File: src/rtl/core_defines.sv
// Shared core widths, register-select types and arbiter defaults.
// Imported by the writeback port arbiter slice.
package core_defines;

  localparam int XLEN      = 32;
  localparam int REG_SEL_W = 5;

  typedef logic [REG_SEL_W-1:0] reg_sel_t;
  typedef logic [XLEN-1:0]      xlen_t;

  localparam reg_sel_t REG_X0 = '0;

  localparam int DEF_DEPTH    = 4;
  localparam int DEF_MAX_WAIT = 8;

  typedef struct packed {
    logic     we;
    reg_sel_t sel;
    xlen_t    data;
  } rf_wr_t;

endpackage

File: src/rtl/wb_port_arbiter_if.sv
// Regfile write-port arbitration bundle: writeback, multi-cycle
// result handshake, regfile port and decode scoreboard queries.
interface wb_port_arbiter_if;
  import core_defines::*;

  logic     wb_en;
  reg_sel_t wb_sel;
  xlen_t    wb_data;
  logic     mc_valid;
  reg_sel_t mc_sel;
  xlen_t    mc_data;
  logic     mc_ready;
  logic     w_regfile;
  reg_sel_t sel_regfile;
  xlen_t    data_regfile;
  reg_sel_t rs1_q;
  reg_sel_t rs2_q;
  logic     rs1_busy;
  logic     rs2_busy;
  logic     drain_req;

  modport slave (
    input  wb_en, wb_sel, wb_data,
    input  mc_valid, mc_sel, mc_data,
    input  rs1_q, rs2_q,
    output mc_ready,
    output w_regfile, sel_regfile, data_regfile,
    output rs1_busy, rs2_busy, drain_req
  );

  modport master (
    output wb_en, wb_sel, wb_data,
    output mc_valid, mc_sel, mc_data,
    output rs1_q, rs2_q,
    input  mc_ready,
    input  w_regfile, sel_regfile, data_regfile,
    input  rs1_busy, rs2_busy, drain_req
  );

endinterface

File: src/rtl/wb_arb_fifo.sv
// Ordered multi-cycle result buffer with per-entry kill bits,
// CAM-style WAW kill against writeback and busy lookup for decode.
module wb_arb_fifo
  import core_defines::*;
#(
  parameter int DEPTH = DEF_DEPTH
) (
  input  logic     clock,
  input  logic     reset,
  input  logic     push,
  input  reg_sel_t push_sel,
  input  xlen_t    push_data,
  input  logic     pop,
  input  logic     kill_en,
  input  reg_sel_t kill_sel,
  input  reg_sel_t rs1_q,
  input  reg_sel_t rs2_q,
  output logic     empty,
  output logic     full,
  output logic     head_killed,
  output reg_sel_t head_sel,
  output xlen_t    head_data,
  output logic     rs1_busy,
  output logic     rs2_busy
);

  localparam int PW = $clog2(DEPTH);
  localparam int CW = PW + 1;
  localparam logic [CW-1:0] FULL_CNT = CW'(DEPTH);

  reg_sel_t         sel_q  [DEPTH];
  xlen_t            data_q [DEPTH];
  logic [DEPTH-1:0] vld;
  logic [DEPTH-1:0] kl;
  logic [PW-1:0]    wp;
  logic [PW-1:0]    rp;
  logic [CW-1:0]    count;

  assign empty       = (count == '0);
  assign full        = (count == FULL_CNT);
  assign head_killed = kl[rp];
  assign head_sel    = sel_q[rp];
  assign head_data   = data_q[rp];

  // Push is applied last so a full-buffer push+pop reuses the freed slot.
  always_ff @(posedge clock or negedge reset) begin
    if (!reset) begin
      vld   <= '0;
      kl    <= '0;
      wp    <= '0;
      rp    <= '0;
      count <= '0;
      for (int i = 0; i < DEPTH; i++) begin
        sel_q[i]  <= '0;
        data_q[i] <= '0;
      end
    end else begin
      for (int i = 0; i < DEPTH; i++) begin
        if (kill_en && vld[i] && sel_q[i] == kill_sel)
          kl[i] <= 1'b1;
      end
      if (pop) begin
        vld[rp] <= 1'b0;
        kl[rp]  <= 1'b0;
        rp      <= rp + PW'(1);
      end
      if (push) begin
        vld[wp]    <= 1'b1;
        kl[wp]     <= kill_en && (push_sel == kill_sel);
        sel_q[wp]  <= push_sel;
        data_q[wp] <= push_data;
        wp         <= wp + PW'(1);
      end
      count <= count + CW'(push) - CW'(pop);
    end
  end

  always_comb begin
    rs1_busy = 1'b0;
    rs2_busy = 1'b0;
    for (int i = 0; i < DEPTH; i++) begin
      if (vld[i] && !kl[i]) begin
        if (rs1_q != REG_X0 && sel_q[i] == rs1_q)
          rs1_busy = 1'b1;
        if (rs2_q != REG_X0 && sel_q[i] == rs2_q)
          rs2_busy = 1'b1;
      end
    end
  end

endmodule

File: src/rtl/wb_port_arbiter.sv
// Regfile write-port arbiter: writeback first, buffered results drain idle cycles.
// Optional macro WB_ARB_BYPASS_EN lets results skip an empty buffer.
module wb_port_arbiter
  import core_defines::*;
#(
  parameter int DEPTH    = DEF_DEPTH,
  parameter int MAX_WAIT = DEF_MAX_WAIT
) (
  input  logic                clock,
  input  logic                reset,
  wb_port_arbiter_if.slave    bus
);

  localparam int WW = $clog2(MAX_WAIT + 1);
  localparam logic [WW-1:0] WAIT_MAX = WW'(MAX_WAIT);

  logic          wb_wr;
  logic          mc_x0;
  logic          empty;
  logic          full;
  logic          head_killed;
  reg_sel_t      head_sel;
  xlen_t         head_data;
  logic          pop;
  logic          push;
  logic          byp;
  logic          ready_raw;
  logic          mc_ready;
  logic [WW-1:0] wait_cnt;
  rf_wr_t        port;

  assign wb_wr = bus.wb_en && (bus.wb_sel != REG_X0);
  assign mc_x0 = (bus.mc_sel == REG_X0);
  assign pop   = !empty && (head_killed || !wb_wr);

`ifdef WB_ARB_BYPASS_EN
  assign byp       = bus.mc_valid && empty && !wb_wr && !mc_x0;
  assign ready_raw = !full || pop;
`else
  assign byp       = 1'b0;
  assign ready_raw = !full;
`endif

  assign mc_ready = reset && ready_raw;
  assign push     = bus.mc_valid && mc_ready && !mc_x0 && !byp;

  wb_arb_fifo #(
    .DEPTH (DEPTH)
  ) u_fifo (
    .clock       (clock),
    .reset       (reset),
    .push        (push),
    .push_sel    (bus.mc_sel),
    .push_data   (bus.mc_data),
    .pop         (pop),
    .kill_en     (wb_wr),
    .kill_sel    (bus.wb_sel),
    .rs1_q       (bus.rs1_q),
    .rs2_q       (bus.rs2_q),
    .empty       (empty),
    .full        (full),
    .head_killed (head_killed),
    .head_sel    (head_sel),
    .head_data   (head_data),
    .rs1_busy    (bus.rs1_busy),
    .rs2_busy    (bus.rs2_busy)
  );

  always_comb begin
    port = '0;
    if (!reset) begin
      port = '0;
    end else if (wb_wr) begin
      port = '{we: 1'b1, sel: bus.wb_sel, data: bus.wb_data};
    end else if (!empty && !head_killed) begin
      port = '{we: 1'b1, sel: head_sel, data: head_data};
    end else if (byp) begin
      port = '{we: 1'b1, sel: bus.mc_sel, data: bus.mc_data};
    end
  end

  // Saturates at MAX_WAIT so drain_req holds until the bubble pops.
  always_ff @(posedge clock or negedge reset) begin
    if (!reset) begin
      wait_cnt <= '0;
    end else if (empty || pop) begin
      wait_cnt <= '0;
    end else if (wait_cnt != WAIT_MAX) begin
      wait_cnt <= wait_cnt + WW'(1);
    end
  end

  assign bus.mc_ready     = mc_ready;
  assign bus.w_regfile    = port.we;
  assign bus.sel_regfile  = port.sel;
  assign bus.data_regfile = port.data;
  assign bus.drain_req    = reset && (wait_cnt >= WAIT_MAX);

endmodule

File: src/flat_wrapper.sv
// flat-port wrapper written by rule: the top's interface ports become plain ports
module wb_port_arbiter_flat import core_defines::*;
#(
  parameter int DEPTH    = DEF_DEPTH,
  parameter int MAX_WAIT = DEF_MAX_WAIT
)
  (clock, reset, bus_wb_en, bus_wb_sel, bus_wb_data, bus_mc_valid, bus_mc_sel, bus_mc_data, bus_rs1_q, bus_rs2_q, bus_mc_ready, bus_w_regfile, bus_sel_regfile, bus_data_regfile, bus_rs1_busy, bus_rs2_busy, bus_drain_req);
  wb_port_arbiter_if bus_i ();
  input  logic clock;
  input  logic reset;
  input wire logic [$bits(bus_i.wb_en)-1:0] bus_wb_en;
  input wire logic [$bits(bus_i.wb_sel)-1:0] bus_wb_sel;
  input wire logic [$bits(bus_i.wb_data)-1:0] bus_wb_data;
  input wire logic [$bits(bus_i.mc_valid)-1:0] bus_mc_valid;
  input wire logic [$bits(bus_i.mc_sel)-1:0] bus_mc_sel;
  input wire logic [$bits(bus_i.mc_data)-1:0] bus_mc_data;
  input wire logic [$bits(bus_i.rs1_q)-1:0] bus_rs1_q;
  input wire logic [$bits(bus_i.rs2_q)-1:0] bus_rs2_q;
  output wire logic [$bits(bus_i.mc_ready)-1:0] bus_mc_ready;
  output wire logic [$bits(bus_i.w_regfile)-1:0] bus_w_regfile;
  output wire logic [$bits(bus_i.sel_regfile)-1:0] bus_sel_regfile;
  output wire logic [$bits(bus_i.data_regfile)-1:0] bus_data_regfile;
  output wire logic [$bits(bus_i.rs1_busy)-1:0] bus_rs1_busy;
  output wire logic [$bits(bus_i.rs2_busy)-1:0] bus_rs2_busy;
  output wire logic [$bits(bus_i.drain_req)-1:0] bus_drain_req;
  assign bus_i.wb_en = bus_wb_en;
  assign bus_i.wb_sel = bus_wb_sel;
  assign bus_i.wb_data = bus_wb_data;
  assign bus_i.mc_valid = bus_mc_valid;
  assign bus_i.mc_sel = bus_mc_sel;
  assign bus_i.mc_data = bus_mc_data;
  assign bus_i.rs1_q = bus_rs1_q;
  assign bus_i.rs2_q = bus_rs2_q;
  assign bus_mc_ready = bus_i.mc_ready;
  assign bus_w_regfile = bus_i.w_regfile;
  assign bus_sel_regfile = bus_i.sel_regfile;
  assign bus_data_regfile = bus_i.data_regfile;
  assign bus_rs1_busy = bus_i.rs1_busy;
  assign bus_rs2_busy = bus_i.rs2_busy;
  assign bus_drain_req = bus_i.drain_req;
  wb_port_arbiter #(.DEPTH(DEPTH), .MAX_WAIT(MAX_WAIT)) u_core (.clock(clock), .reset(reset), .bus(bus_i));
endmodule
File: config.mk
export PLATFORM = sky130hd
export DESIGN_NAME = wb_port_arbiter_flat
export DESIGN_NICKNAME = d
export VERILOG_FILES = /design/src/rtl/core_defines.sv /design/src/rtl/wb_port_arbiter_if.sv /design/src/rtl/wb_arb_fifo.sv /design/src/rtl/wb_port_arbiter.sv /design/src/flat_wrapper.sv
export SDC_FILE = /design/constraint.sdc
export NUM_CORES = 1
export LEC_CHECK = 0
export ABC_AREA = 1
export CAP_MARGIN = 5
export CORE_ASPECT_RATIO = 0.8
export CORE_MARGIN = 2
export CORE_UTILIZATION = 45
export CTS_BUF_LIST = sky130_fd_sc_hd__clkbuf_2
export DETAILED_ROUTE_END_ITERATION = 8
export PLACE_DENSITY = 0.7
export SLEW_MARGIN = 30
export SYNTH_ARGS = -nofsm -noshare
export SYNTH_HDL_FRONTEND = slang
export SYNTH_SLANG_ARGS = --single-unit
File: constraint.sdc
create_clock -name clock -period 3 [get_ports clock]
set_clock_uncertainty 0.1 [all_clocks]
set_input_delay 0.45 -clock clock [delete_from_list [all_inputs] [get_ports clock]]
set_output_delay 0.45 -clock clock [all_outputs]
set_load 0.02 [all_outputs]
### Word-level counts from Yosys, hierarchy flattened

Index checks and enable logic that the tools add are counted.

* output and inout bits: 42
* logic and storage cells: 144
* flip-flop bits (word level): 167

* order comparisons: 8
* add/subtract/negate cells: 5
* bitwise gates (word level): 6
* muxes and demuxes: 48
* reductions and logical operators: 48
* eq/ne operators: 15

Operators by type and width (number)
* $bwmux 128: 1
* $mux 38: 3
* $mux 32: 3
* $eq 5x5->1: 13
* $bmux 32 s2: 1
* $demux 32 s2: 1
* $logic_and 1x1->1: 31
* $mux 4: 6
* $mux 1: 23
* $bwmux 20: 1
* $mux 5: 3
* $reduce_bool 5->1: 3
* $bmux 5 s2: 1
* $demux 5 s2: 1
* $logic_not 1->1: 9
* $and 4x4->4: 2
* $ge 3x3->1 const B: 2
* $lt 2x3->1 const B: 2
* $not 2->3: 2
* $logic_not 5->1: 1
* $add 2x1->2 const B: 2
* $add 4x1->4 const B: 1
* $bwmux 4: 1
* $demux 1 s2: 2
* 13 further kinds: 15

### Longest topological paths before layout

* word-level depth: 10
* depth in mapped cells: 13
* gate-level depth less buffers: 12

### Cells and area by module

Synthesis repeated with hierarchy kept, for this count alone.

* cell total of the unflattened synthesis: 1376
* area, all modules: 9915.8 µm²

Modules (own cells, without submodules)
* wb_arb_fifo: cells each 1092, times used 1, area each 8415.6 µm²
* wb_port_arbiter: cells each 284, times used 1, area each 1500.2 µm²

### Worst setup path after synthesis

No wires, ideal clock.

* kind: in2reg
* from: input bus_wb_sel[3]
* to: register u_core.u_fifo.count[2]
* buffers on the path: 1
* library setup time: 0.129 ns
* data arrival time: 2.259 ns
* stages on the path: 13
* path slack: 0.512 ns
* path through: buf_2 inv_1 nand3_1 nand2_2 inv_1 nand2_1 nand2_1 inv_1 ha_1 inv_1 ha_1 fa_1 xor2_1

* longest elaborated chain between the ends: 6

RTL lines
* start: declaration: line flat_wrapper.sv:12 `input wire logic [$bits(bus_i.wb_sel)-1:0] bus_wb_sel;`
* $reduce_bool 5->1: line wb_port_arbiter.sv:32 `assign wb_wr = bus.wb_en && (bus.wb_sel != REG_X0);`
* $logic_and 1x1->1: line wb_port_arbiter.sv:32
* $logic_not 1->1: line wb_port_arbiter.sv:34 `assign pop = !empty && (head_killed || !wb_wr);`
* $logic_or 1x1->1: line wb_port_arbiter.sv:34
* $logic_and 1x1->1: line wb_port_arbiter.sv:34
* $sub 3x1->3: line wb_arb_fifo.sv:74 `count <= count + CW'(push) - CW'(pop);`
* end signal: assignment: line wb_arb_fifo.sv:74
* end: declaration: line wb_arb_fifo.sv:37 `logic [CW-1:0] count;`

No other way between the ends.
A chain may end at the register's enable or synchronous reset.

### Final worst setup path

* from: register u_core.u_fifo.rp[0]
* to: output bus_sel_regfile[3]

* longest elaborated chain between the ends: 7

RTL lines
* start: declaration: line wb_arb_fifo.sv:36 `logic [PW-1:0] rp;`
* start signal: assignment: line wb_arb_fifo.sv:65 `rp <= rp + PW'(1);`
* $not 2->3 (implied by the code) / $bmux 1 s2 (equally long branches): line wb_arb_fifo.sv:42, wb_arb_fifo.sv:41
* $bmux 5 s2 / $mux 1 (equally long branches): line wb_arb_fifo.sv:42, wb_arb_fifo.sv:41
* $mux 5 (implied by the code) / $logic_not 1->1 (equally long branches): line wb_arb_fifo.sv:42, wb_port_arbiter.sv:75
* $mux 5 (implied by the code) / $logic_and 1x1->1 (equally long branches): line wb_arb_fifo.sv:42, wb_port_arbiter.sv:75
* $mux 38 *: line wb_port_arbiter.sv:75 `end else if (!empty && !head_killed) begin`
* $mux 38 *: line wb_port_arbiter.sv:73 `end else if (wb_wr) begin`
* $mux 38 *: line wb_port_arbiter.sv:71 `if (!reset) begin`
* end: declaration: line flat_wrapper.sv:21 `output wire logic [$bits(bus_i.sel_regfile)-1:0] bus_sel_regfile;`

Mark *: on every way between the ends. The rest lies on a longest branch, timed or not. The select of a mux whose other input is x is not followed.

==> results.toml <==
[worst_setup_path]
crit_fanout = 35
arrival_ns = 2.49
critical_path.slowest_cell = "dfrtp_1"
cpPeakStageDelay_ns = 0.49
end_kind = "output port"
path_buf_inv = 3
crit_chain = "inv_4 -> buf_12 -> o21ai_0 -> o211ai_1 -> o21ai_1 -> nor2_2 -> clkdlybuf4s15_2"
critPathTopFamily = "buffers and inverters"
reg2reg_slack_ns = 0.62
r2r-end = "u_core.u_fifo.count[2]"
reg2reg_depth = 12
cp.required_ns = 2.45
cp-start-kind = "flip-flop"
setup.worst_path.class = "reg2out"
r2r_start = "u_core.u_fifo.rp[0]"

[drt]
drcViolationCount = 0
routed_wl_mm = 29.0
routed_via_density = 5.32
dr_total_vias = 8951
firstDrtPassIters = 6
drt_iter0_drc = 849
wl_per_cell_um = 17.2
drtAntennaViolNets = 0

[power_and_ir_drop]
swShare = 0.453
p_sw_mw = 4.72
p_per_area_nw_per_um2 = 917
leakage_nw = 5.56
power_mw = 10.4
ir_worst_vdd_mv = 0.416
p_comb_frac = 0.499
pwr-share-seq = 0.381
p_int_mw = 5.70
clockPowerShare = 0.119

[die]
design.die.area_sq_um = 21700
initial_utilization = 0.462
die_w_um = 164
die_h_um = 132
num_io_pins = 130
rows = 46
core_sq_um = 20000

[synth]
avgSynthCellArea_sq_um = 7.31
ys_types = 27
netlist_area_sq_um = 9240
synthTopCellsByArea = "dfrtp_1 45%, nand2_1 18%, o21ai_0 8.0%"
netlist_instances = 1264
synth_fp_nets = 1365
ys_seq_area_frac = 0.453
yosys_warnings = 0
synth_top_area_frac = 0.453
ys_ff_latch = 167
synth_top_cell_by_area = "dfrtp_1"

[placement]
portBuffers = 129
dp_hpwl_mm = 18.9
globalplace.congestion = 1.00

[finish]
final_cell_mix = "443 x nand2_1, 161 x dfrtp_1, 147 x o21ai_0, 120 x nor2_1, 88 x clkdlybuf4s50_1"
final_common_cell = "nand2_1"
finalNetCount = 1504
nFillCells = 1917
drive_above_1_share = 0.117
synthToLayoutAreaGrowth_pct = 23.1

[sta]
worstMarginPinSlew_ns = 0.824
worst_slack_ns = -0.0376
hold_violations = 0
timing.hold.ws_ns = 0.162
slew_viol_final = 0
worst_slew_margin_rel = 0.451
period_share = 1.01
fmax_mhz = 329
finalSetupViolCount = 2
rsz0062_at_grt = "yes"
min_period_ns = 3.04

[global_route]
grt_first_pass_wirelength_mm = 46.1
antenna_found_initial = 2
grtUsageTotal = 0.273
grt_overflow = 0
use_met3 = 0.0550
grt_pass1_vias = 8488
grt_use_met1 = 0.401
grt_max_degree = 63
gr-max-usage-layer = "met2"
met2_usage = 0.414

[run_status]
failed_checks = "setup timing"
status = "finished, violations left"

[clocking]
clock-sinks = 167
path_clk_slew_ns = 0.27
clk_path_buf_depth = 2
cts.htree.levels = 4
cts_root_buf = "clkbuf_2"
tritoncts = "done"
cts_made_buffers = 17
worstSkewPairLatency_ns = 0.76

[worst_hold_path]
worstHoldPathCells = 3
min_path_type = "in2reg"
min_from = "bus_mc_data[17]"
hold_end = "u_core.u_fifo.data_q[81]"

[job]
maxCapViolCount = 0
cell usage after synthesis, drive strengths merged:
| cell | n |
|---|---|
| fa | 1 |
| xor2 | 16 |
| nor3 | 13 |
| inv | 95 |
| buf | 41 |
| a21oi | 43 |
| nor3b | 1 |
| nor2 | 129 |
| o22ai | 6 |
| xnor2 | 7 |
| o211ai | 36 |
| nand2 | 446 |
| ha | 12 |
| clkbuf | 31 |
| dfrtp | 167 |
| nand4 | 5 |
| nand3 | 34 |
| a31oi | 1 |
| o21ai | 180 |
sequential cells by signal, summed over array words and instances, names as in the netlist:
register,cells
u_core.u_fifo.count,3
u_core.u_fifo.rp,2
u_core.u_fifo.vld,4
u_core.u_fifo.sel_q,20
u_core.wait_cnt,4
u_core.u_fifo.kl,4
u_core.u_fifo.wp,2
u_core.u_fifo.data_q,128
worst register-to-register path: stages, from the launching register on:
cell and delay [ns]:
dfrtp_1 0.49, buf_6 0.15, nand2_1 0.07, nand3_1 0.08, nand2_1 0.10, nand2_1 0.08, nand2_1 0.08, inv_1 0.07
ha_1 0.29, inv_1 0.04, ha_1 0.20, fa_1 0.40, xor2_1 0.17
through the flow:
stage / cell area (sq um) / setup TNS [ns] / utilization / instances / worst slack [ns]
floorplan: 9240 / 0 / - / 1264 / 0.512
global placement: 11000 / -2.38 / 0.551 / 1638 / -0.0920
detailed placement: 11000 / -2.58 / 0.551 / 1638 / -0.141
CTS: 11300 / -0.171 / 0.563 / 1674 / -0.0607
global route: 11400 / -5.02 / 0.569 / 1681 / -0.182
finish: 11400 / -0.0578 / 0.569 / 1681 / -0.0376
routing by layer:
metal	part of all wire	vias up	routed length, um
li1	-	4315	-
met1	0.46	4227	13300
met2	0.44	372	12900
met3	0.080	35	2310
met4	0.015	2	446
met5	0.00045	-	13
area by class of cell:
type	count	area, sq um	area share
Timing Repair Buffer	192	1900	0.167
Clock inverter	15	150	0.0132
Antenna cell	1	2.50	0.000220
Clock buffer	17	85.1	0.00748
Tap cell	264	330	0.0291
Sequential cell	167	4190	0.368
Inverter	95	364	0.0320
Multi-Input combinational cell	930	4350	0.383
repair_timing:
action / CTS / global route
pin swaps: 0 / 2
hold endpoints to repair: 49 / 0
setup endpoints to repair: 40 / 40
gates resized for setup: 192 / 33
setup buffers: 2 / 5
hold buffers: 1 / 0
gates cloned: 1 / 1
kinds of logic after synthesis:
logic type,share of synthesized area
AOI/OAI and AO/OA,0.157
xor gates and xnor gates,0.0218
adders and majority gates,0.0184
buffers and inverters,0.0799
DFF,0.453
and+or+nand+nor,0.270
worst max path at each step:
stage                     slack, ns  cells after the start                      to           startpoint
after floorplan                0.51                     13  u_core.u_fifo.count[2]        bus_wb_sel[3]
after global placement        -0.09                      9    bus_data_regfile[30]        bus_wb_sel[4]
after detailed placement      -0.14                      9    bus_data_regfile[18]        bus_wb_sel[4]
after CTS                     -0.06                      7      bus_sel_regfile[1]  u_core.u_fifo.rp[1]
after global routing          -0.18                      7      bus_sel_regfile[1]  u_core.u_fifo.rp[0]
final                         -0.04                      7      bus_sel_regfile[3]  u_core.u_fifo.rp[0]
power by group through the flow:
| stage | logic [mW] | clock network (mW) | registers [mW] |
|---|---|---|---|
| after floorplan | 3.29 | 0 | 3.77 |
| after global placement | 4.79 | 0 | 3.99 |
| after detailed placement | 4.88 | 0 | 4.01 |
| after CTS | 4.98 | 1.26 | 3.96 |
| after global routing | 5.81 | 1.36 | 4.09 |
| final | 5.20 | 1.24 | 3.98 |
No activity file was read; power rests on OpenSTA's default activity.
